File: src/rtl/cla_pipe_adder.sv
// cla_pipe_adder: pipelined carry-lookahead adder/subtractor.
// Each stage resolves one GROUP-bit lookahead group and registers its carry into the next stage.
module cla_pipe_adder #(
  parameter int WIDTH = 16,
  parameter int GROUP = 4
) (
  input  logic             clk,
  input  logic             rst,
  input  logic             in_valid,
  output logic             in_ready,
  input  logic [WIDTH-1:0] a_in,
  input  logic [WIDTH-1:0] b_in,
  input  logic             c_in,
  input  logic             sub,
  output logic             out_valid,
  input  logic             out_ready,
  output logic [WIDTH-1:0] sum,
  output logic             cout,
  output logic             ovf
);

  localparam int NSTG = WIDTH / GROUP;
  localparam int LAST = NSTG - 1;

  typedef struct packed {
    logic             v;
    logic             c;
    logic [WIDTH-1:0] a;
    logic [WIDTH-1:0] b;
    logic [WIDTH-1:0] s;
  } stg_t;

  stg_t             stg_q [NSTG];
  stg_t             stg_d [NSTG];
  logic [WIDTH-1:0] grp_s;
  logic [NSTG-1:0]  grp_co;
  logic [WIDTH-1:0] res;
  logic             adv;

  // Every carry of the group is a flat sum of generate/propagate
  // products from the group carry-in, so no bit waits on its neighbour.
  function automatic logic [GROUP:0] cla(
    input logic [GROUP-1:0] p,
    input logic [GROUP-1:0] g,
    input logic             ci
  );
    logic [GROUP:0] cy;
    logic           t;
    for (int i = 0; i <= GROUP; i++) begin
      t = ci;
      for (int j = 0; j < i; j++) t = t & p[j];
      cy[i] = t;
      for (int j = 0; j < i; j++) begin
        t = g[j];
        for (int m = j + 1; m < i; m++) t = t & p[m];
        cy[i] = cy[i] | t;
      end
    end
    return cy;
  endfunction

  for (genvar k = 0; k < NSTG; k++) begin : g_grp
    logic [GROUP-1:0] p;
    logic [GROUP-1:0] g;
    logic [GROUP:0]   cy;
    assign p = stg_q[k].a[k*GROUP +: GROUP]
             ^ stg_q[k].b[k*GROUP +: GROUP];
    assign g = stg_q[k].a[k*GROUP +: GROUP]
             & stg_q[k].b[k*GROUP +: GROUP];
    assign cy = cla(p, g, stg_q[k].c);
    assign grp_s[k*GROUP +: GROUP] = p ^ cy[GROUP-1:0];
    assign grp_co[k] = cy[GROUP];
  end

  assign adv      = !out_valid || out_ready;
  assign in_ready = adv;

  // Next-stage contents: capture at stage 0, then each stage
  // forwards operands, drops in its group sum and carry.
  always_comb begin
    stg_d[0]   = '0;
    stg_d[0].v = in_valid;
    stg_d[0].a = a_in;
    stg_d[0].b = sub ? ~b_in : b_in;
    stg_d[0].c = sub | c_in;
    for (int k = 1; k < NSTG; k++) begin
      stg_d[k]   = stg_q[k-1];
      stg_d[k].c = grp_co[k-1];
      stg_d[k].s[(k-1)*GROUP +: GROUP] =
        grp_s[(k-1)*GROUP +: GROUP];
    end
  end

  // Full result: de-skewed low groups plus the last stage's group.
  always_comb begin
    res = stg_q[LAST].s;
    res[LAST*GROUP +: GROUP] = grp_s[LAST*GROUP +: GROUP];
  end

  // Stage registers shift together on adv and hold on stall.
  always_ff @(posedge clk) begin
    if (rst) begin
      for (int k = 0; k < NSTG; k++) stg_q[k] <= '0;
    end else if (adv) begin
      for (int k = 0; k < NSTG; k++) stg_q[k] <= stg_d[k];
    end
  end

  // Output register: takes a result only when it moves and is valid.
  always_ff @(posedge clk) begin
    if (rst) begin
      out_valid <= 1'b0;
      sum       <= '0;
      cout      <= 1'b0;
      ovf       <= 1'b0;
    end else if (adv) begin
      out_valid <= stg_q[LAST].v;
      if (stg_q[LAST].v) begin
        sum  <= res;
        cout <= grp_co[LAST];
        ovf  <= (stg_q[LAST].a[WIDTH-1] == stg_q[LAST].b[WIDTH-1])
             && (res[WIDTH-1] != stg_q[LAST].a[WIDTH-1]);
      end
    end
  end

endmodule
File: config.mk
export PLATFORM = sky130hd
export DESIGN_NAME = cla_pipe_adder
export DESIGN_NICKNAME = d
export VERILOG_FILES = /design/src/rtl/cla_pipe_adder.sv
export SDC_FILE = /design/constraint.sdc
export NUM_CORES = 1
export LEC_CHECK = 0
export BUFFER_PORTS_ARGS = -buffer_cell sky130_fd_sc_hd__buf_4
export CORE_UTILIZATION = 53
export DETAILED_ROUTE_END_ITERATION = 10
export GPL_TIMING_DRIVEN = 0
export PLACE_DENSITY = 0.75
export RECOVER_POWER = 50
export SYNTH_ARGS = -nofsm -noshare
export SYNTH_HDL_FRONTEND = slang
export SYNTH_SLANG_ARGS = --single-unit
File: constraint.sdc
create_clock -name clk -period 3.2 [get_ports clk]
set_input_delay 0 -clock clk [delete_from_list [all_inputs] [get_ports clk]]
set_output_delay 0 -clock clk [all_outputs]
set_load 0.01 [all_outputs]
* Word level (Yosys, flattened, before mapping)
Memory sizes are Yosys's and may differ from the RTL's.
Cells that the tools add are included.
** Cells by class
- $add $sub $neg :: 0
- Multiply operators :: 0
- Divide/modulo/power cells :: 0
- $lt $le $gt $ge :: 0
- Eq/ne operators :: 2
- Shifts and indexed selects :: 0
- Mux-type cells :: 10
- Bitwise gates (word level) :: 98
- Reduce and logical (&&, ||, !) cells :: 4
** Operator list (count)
- $mux 50 :: 4
- $or 1x1->1 :: 45
- $and 1x1->1 :: 40
- $xor 4x4->4 :: 8
- $and 4x4->4 :: 4
- $mux 16 :: 1
- $not 16->16 :: 1
- $mux 1 :: 5
- $reduce_and 2->1 :: 1
- $eq 1x1->1 :: 1
- $logic_and 1x1->1 :: 1
- $logic_not 1->1 :: 1
- $logic_or 1x1->1 :: 1
- $ne 1x1->1 :: 1
** Word-level totals
- Register bits :: 19
- Bits in latches :: 0
- RAM bits :: 200
- Memory bits (read-only) :: 0
- Output and inout bits :: 20
- Memories kept :: 1
** Memory list
- stg_q :: words 4, width 50, read ports 4, clocked after Yosys merged registers in 0, wr ports 4, RTL line 33 : stg_t stg_q [NSTG];

* Logic depth before layout (Yosys ltp)
An unclocked memory read counts as a cell.
- Word-level depth :: 11
- Gate-level depth with buffers :: 6

* Worst setup path before layout
Ideal clock, no wire load.
- Path type :: flip-flop to flip-flop
- From :: register out_valid (read register of stg_q)
- To :: memory stg_q[0][16] (netlist name) (enable)
- Arrival :: 2641 ps
- Data required time :: 2193 ps
- Path slack :: -449 ps
- Stages on the path, launching flop included :: 4
- Path through :: dfxtp_1 nor2b_4 clkbuf_1 nand2_1
** RTL lines
- from (decl) :: RTL line 15 : output logic out_valid,
- to (decl) :: RTL line 33

==> impl_metrics.prom <==
# TYPE chip_impl_metric gauge
chip_impl_info{name="layout_common_cells",value="edfxtp_1, and3_1, clkbuf_1"} 1
chip_impl_metric{name="clockBufferDepth",unit=""} 2
chip_impl_info{name="outcome",value="complete, no violations"} 1
chip_impl_metric{name="post-route-util",unit="%"} 69.6
chip_impl_metric{name="num-fill-cells",unit=""} 702
chip_impl_metric{name="max_cap_check_violation_count",unit=""} 0
chip_impl_metric{name="final_period_minus_worst_setup_slack",unit="ps"} 2240
chip_impl_info{name="yosysTopAreaCell",value="edfxtp_1"} 1
chip_impl_metric{name="synth_async_sr_flop_share",unit="%"} 0
chip_impl_metric{name="timing.slew.headroom",unit="%"} 59.1
chip_impl_metric{name="worst_ep_arrival_time",unit="ps"} 2470
chip_impl_metric{name="multiInputGateArea",unit="sq mm"} 0.00171
chip_impl_metric{name="syn-cell-area",unit="sq mm"} 0.00563
chip_impl_info{name="worst_setup_path_start_kind",value="flop"} 1
chip_impl_metric{name="r2r.worst_path.cells",unit=""} 6
chip_impl_metric{name="routed_via_density",unit=""} 5.36
chip_impl_metric{name="numPlacedInstances",unit=""} 609
chip_impl_metric{name="regArea",unit="sq mm"} 0.00374
chip_impl_metric{name="number_of_levels_in_the_clock_h_tree",unit=""} 4
chip_impl_metric{name="setup_viol_count_final",unit=""} 0
chip_impl_metric{name="number_of_antenna_repair_diodes",unit=""} 0
chip_impl_metric{name="period_share",unit="%"} 69.9
chip_impl_metric{name="synth_top_area_share",unit="%"} 59.8
chip_impl_metric{name="coreArea",unit="sq mm"} 0.0103
chip_impl_metric{name="timing.critical_path.buf_inv",unit=""} 3
chip_impl_metric{name="power.combinational.fraction",unit="%"} 6.5
chip_impl_metric{name="tritoncts.num_buffers",unit=""} 17
chip_impl_info{name="dominantRegCellSynth",value="edfxtp_1"} 1
chip_impl_metric{name="synth_edf_count",unit=""} 112
chip_impl_info{name="setup_repair_after_global_routing_missed_its_margin",value="no"} 1
chip_impl_info{name="cp_common_cell",value="clkbuf_1"} 1
chip_impl_metric{name="chipHeight",unit="microns"} 105
chip_impl_metric{name="clock_insertion_delay_at_the_later_pin_of_the_skew_report",unit="ps"} 510
chip_impl_metric{name="reg2reg_setup_slack",unit="ps"} 960
chip_impl_metric{name="placement.io_buffers",unit=""} 56
chip_impl_metric{name="die-area",unit="sq mm"} 0.0110
chip_impl_info{name="list_of_cells_traversed_by_the_critical_path",value="nor2b_1 -> clkinv_1 -> clkbuf_1 -> nand2_1 -> clkbuf_1 -> nor2_1"} 1
chip_impl_metric{name="crit_path_max_incr_delay",unit="ps"} 480
chip_impl_info{name="crit-reg2reg-capture",value="stg_q[3][9]$_SDFFCE_PN0P_"} 1
chip_impl_metric{name="finish.net_count",unit=""} 596
chip_impl_metric{name="drcViolationCount",unit=""} 0
chip_impl_metric{name="antenna_violations_before_repair",unit=""} 0
chip_impl_metric{name="cts.clk_slew.worst_paths",unit="ps"} 60
chip_impl_info{name="min_to",value="sum[12]$_SDFFE_PP0P_"} 1
chip_impl_info{name="worst_reg2reg_startpoint",value="out_valid$_SDFFE_PP0N_"} 1
chip_impl_metric{name="overflow",unit=""} 0
chip_impl_metric{name="min_path_cells",unit=""} 5
chip_impl_metric{name="layout-drive-gt1-share",unit="%"} 14.4
chip_impl_metric{name="drt_wl_total",unit="microns"} 10800
chip_impl_metric{name="power.switching_fraction",unit="%"} 20.8
chip_impl_info{name="timing.critical_path.slowest_stage_cell",value="clkbuf_1"} 1
chip_impl_metric{name="total_power_divided_by_cell_area",unit="mW/mm^2"} 593
chip_impl_metric{name="detailedRoute.firstIterationViolations",unit=""} 261
chip_impl_metric{name="clkSinkCount",unit=""} 131
chip_impl_metric{name="detailedRoute.firstPassIterationCount",unit=""} 5
chip_impl_info{name="critical_path_class",value="reg2reg"} 1
chip_impl_metric{name="grt_start_max_net_pins",unit=""} 69
chip_impl_metric{name="layout-area-overhead-vs-synth",unit="%"} 27.7
chip_impl_metric{name="top_level_ports",unit=""} 58
chip_impl_metric{name="place.gp.congestion",unit=""} 0.796
chip_impl_info{name="worstHoldStart",value="out_ready"} 1
chip_impl_metric{name="syn_area_per_cell",unit="sq um"} 13.5
chip_impl_metric{name="switchingPower",unit="mW"} 0.888
chip_impl_metric{name="ys.warnings.count",unit=""} 0
chip_impl_metric{name="postSynthCellCount",unit=""} 416
chip_impl_info{name="clockRootBuffer",value="clkbuf_8"} 1
chip_impl_metric{name="gr_usage_total",unit="%"} 21.1
chip_impl_metric{name="postSynthNetCount",unit=""} 478
chip_impl_metric{name="antenna_violating_nets_remaining",unit=""} 0
chip_impl_metric{name="finalMaxSlewViolations",unit=""} 0
chip_impl_metric{name="rows",unit=""} 37
chip_impl_info{name="timing.hold.worst.class",value="in2reg"} 1
chip_impl_metric{name="seq_area_frac_synth",unit="%"} 66.5
chip_impl_metric{name="seqPwrFrac",unit="%"} 46.4
chip_impl_info{name="category_of_cells_accounting_for_the_largest_share_of_critical_path_delay",value="buffers and inverters"} 1
chip_impl_metric{name="die-width",unit="microns"} 105
chip_impl_metric{name="worst_slew_pin_tran",unit="ps"} 613
chip_impl_metric{name="initial_utilization",unit="%"} 54.5
chip_impl_metric{name="required",unit="ps"} 3440
chip_impl_metric{name="power.static_leakage",unit="nW"} 3.24
chip_impl_metric{name="yosys.cell_types.count",unit=""} 39
chip_impl_info{name="synthTopCellsByArea",value="edfxtp_1, and3_1, dfxtp_1, ha_1, xnor2_1"} 1
chip_impl_metric{name="global_route_wire_length_before_repair",unit="microns"} 17500
chip_impl_metric{name="intPower",unit="mW"} 3.38
chip_impl_metric{name="vdd_ir_drop_max",unit="V"} 0.000317
chip_impl_metric{name="final_hold_viol_count",unit=""} 0
chip_impl_info{name="critical_path_capture_point_type",value="flop"} 1
chip_impl_info{name="final_common_cell",value="edfxtp_1"} 1
chip_impl_metric{name="stdcell_count",unit=""} 683
chip_impl_metric{name="power.share.clock",unit="%"} 47.1
chip_impl_metric{name="dp_hpwl",unit="microns"} 6720
chip_impl_metric{name="timing.critical_path.fanout_max",unit=""} 10
chip_impl_metric{name="setup-tns-final",unit="ps"} 0
chip_impl_info{name="tritoncts",value="built"} 1
chip_impl_metric{name="finClkSkew",unit="ps"} 6.04
chip_impl_metric{name="via_count_of_the_first_global_routing_pass",unit=""} 3588
chip_impl_metric{name="detail_route.wl_per_cell",unit="microns"} 15.8
chip_impl_metric{name="ys_ff_latch",unit=""} 131
chip_impl_metric{name="num_vias",unit=""} 3660
chip_impl_metric{name="timing_limited_maximum_frequency",unit="MHz"} 447
-- kinds of logic (layout without fill, tap and decap cells) --
group	after synthesis	in the layout	synth area share [%]
flops	131	131	66.5
simple gates	148	148	14.8
xor+xnor	20	20	3.11
fa+ha+maj	24	24	5.87
buf+inv	36	167	3.09
compound gates	54	54	6.09
mux	3	3	0.556
-- metrics by stage --
stage	setup slack, ps	hold slack, ps	instance area [sq um]	power, mW
2_1_floorplan	679	196	5630	2.15
3_3_place_gp	178	295	6220	2.23
3_5_place_dp	1150	289	6250	2.24
4_1_cts	1130	73.6	7290	4.28
5_1_grt	835	120	7190	4.41
6_report	965	136	7190	4.27
-- worst max path at each step --
| stage | endpoint | cells past startpoint | start |
|---|---|---|---|
| global placement | stg_q[0][31]$_SDFFCE_PN0P_ | 3 | out_valid$_SDFFE_PP0N_ |
| CTS | stg_q[1][0]$_SDFFCE_PN0P_ | 4 | out_valid$_SDFFE_PP0N_ |
| detailed placement | stg_q[0][31]$_SDFFCE_PN0P_ | 4 | out_valid$_SDFFE_PP0N_ |
| global route | stg_q[0][30]$_SDFFCE_PN0P_ | 6 | out_valid$_SDFFE_PP0N_ |
| finish | stg_q[3][9]$_SDFFCE_PN0P_ | 6 | out_valid$_SDFFE_PP0N_ |
| floorplan | stg_q[0][16]$_SDFFCE_PN0P_ | 3 | out_valid$_SDFFE_PP0N_ |
-- power groups by stage --
stage | Sequential (mW) | Combinational (mW) | Clock, mW
2_1_floorplan | 2.00 | 0.148 | 0
3_3_place_gp | 2.01 | 0.221 | 0
3_5_place_dp | 2.01 | 0.231 | 0
4_1_cts | 1.98 | 0.279 | 2.02
5_1_grt | 1.99 | 0.307 | 2.11
6_report | 1.98 | 0.279 | 2.01
-- synthesized netlist by cell type (7+ instances only) --
| cell type | n |
|---|---|
| edfxtp_1 | 112 |
| dfxtp_1 | 19 |
| buf_4 | 7 |
| nor2_1 | 25 |
| xnor2_1 | 20 |
| nand3_1 | 16 |
| a21oi_1 | 16 |
| o21a_1 | 7 |
| and3_1 | 84 |
| o21ai_0 | 14 |
| nor3_1 | 9 |
| ha_1 | 20 |
| clkbuf_1 | 20 |
-- layer usage --
| metal | up-vias | part of all wire [%] | global-route usage [%] |
|---|---|---|---|
| li1 | 1807 | - | - |
| met1 | 1707 | 43 | 26.5 |
| met2 | 135 | 50 | 35.5 |
| met3 | 11 | 5.7 | 5.18 |
| met4 | 0 | 1.2 | 7.95 |
| met5 | - | 0 | 0 |
-- state kept, by name, indices dropped and copies added (netlist names) --
| signal | cells |
|---|---|
| stg_q | 112 |
| sum | 16 |
| cout | 1 |
| out_valid | 1 |
| ovf | 1 |
-- area by class of cell --
cell class                 instances  share of cell area [%]
buffer                            33                    1.90
clock buffer                      18                    5.81
clock inverter                    14                    2.80
inverter                           3                   0.157
multi-input combinational        249                    23.8
sequential                       131                    52.1
tap                              136                    2.37
timing repair buffer              99                    11.1
-- worst reg2reg max path: cells and delay by family (launching register included) --
family | cells | cell delay, ps
AND/OR/NAND/NOR | 3 | 770
buffers and inverters | 3 | 870
flip-flops | 1 | 330
-- timing repair --
action / 4_1_cts / 5_1_grt
endpoints found under the setup margin: 0 / 0
resized for setup: 0 / 0
setup buffers: 0 / 0
endpoints found under the hold margin: 43 / 0
hold buffers: 42 / 0
No activity file was read; power rests on OpenSTA's default activity.
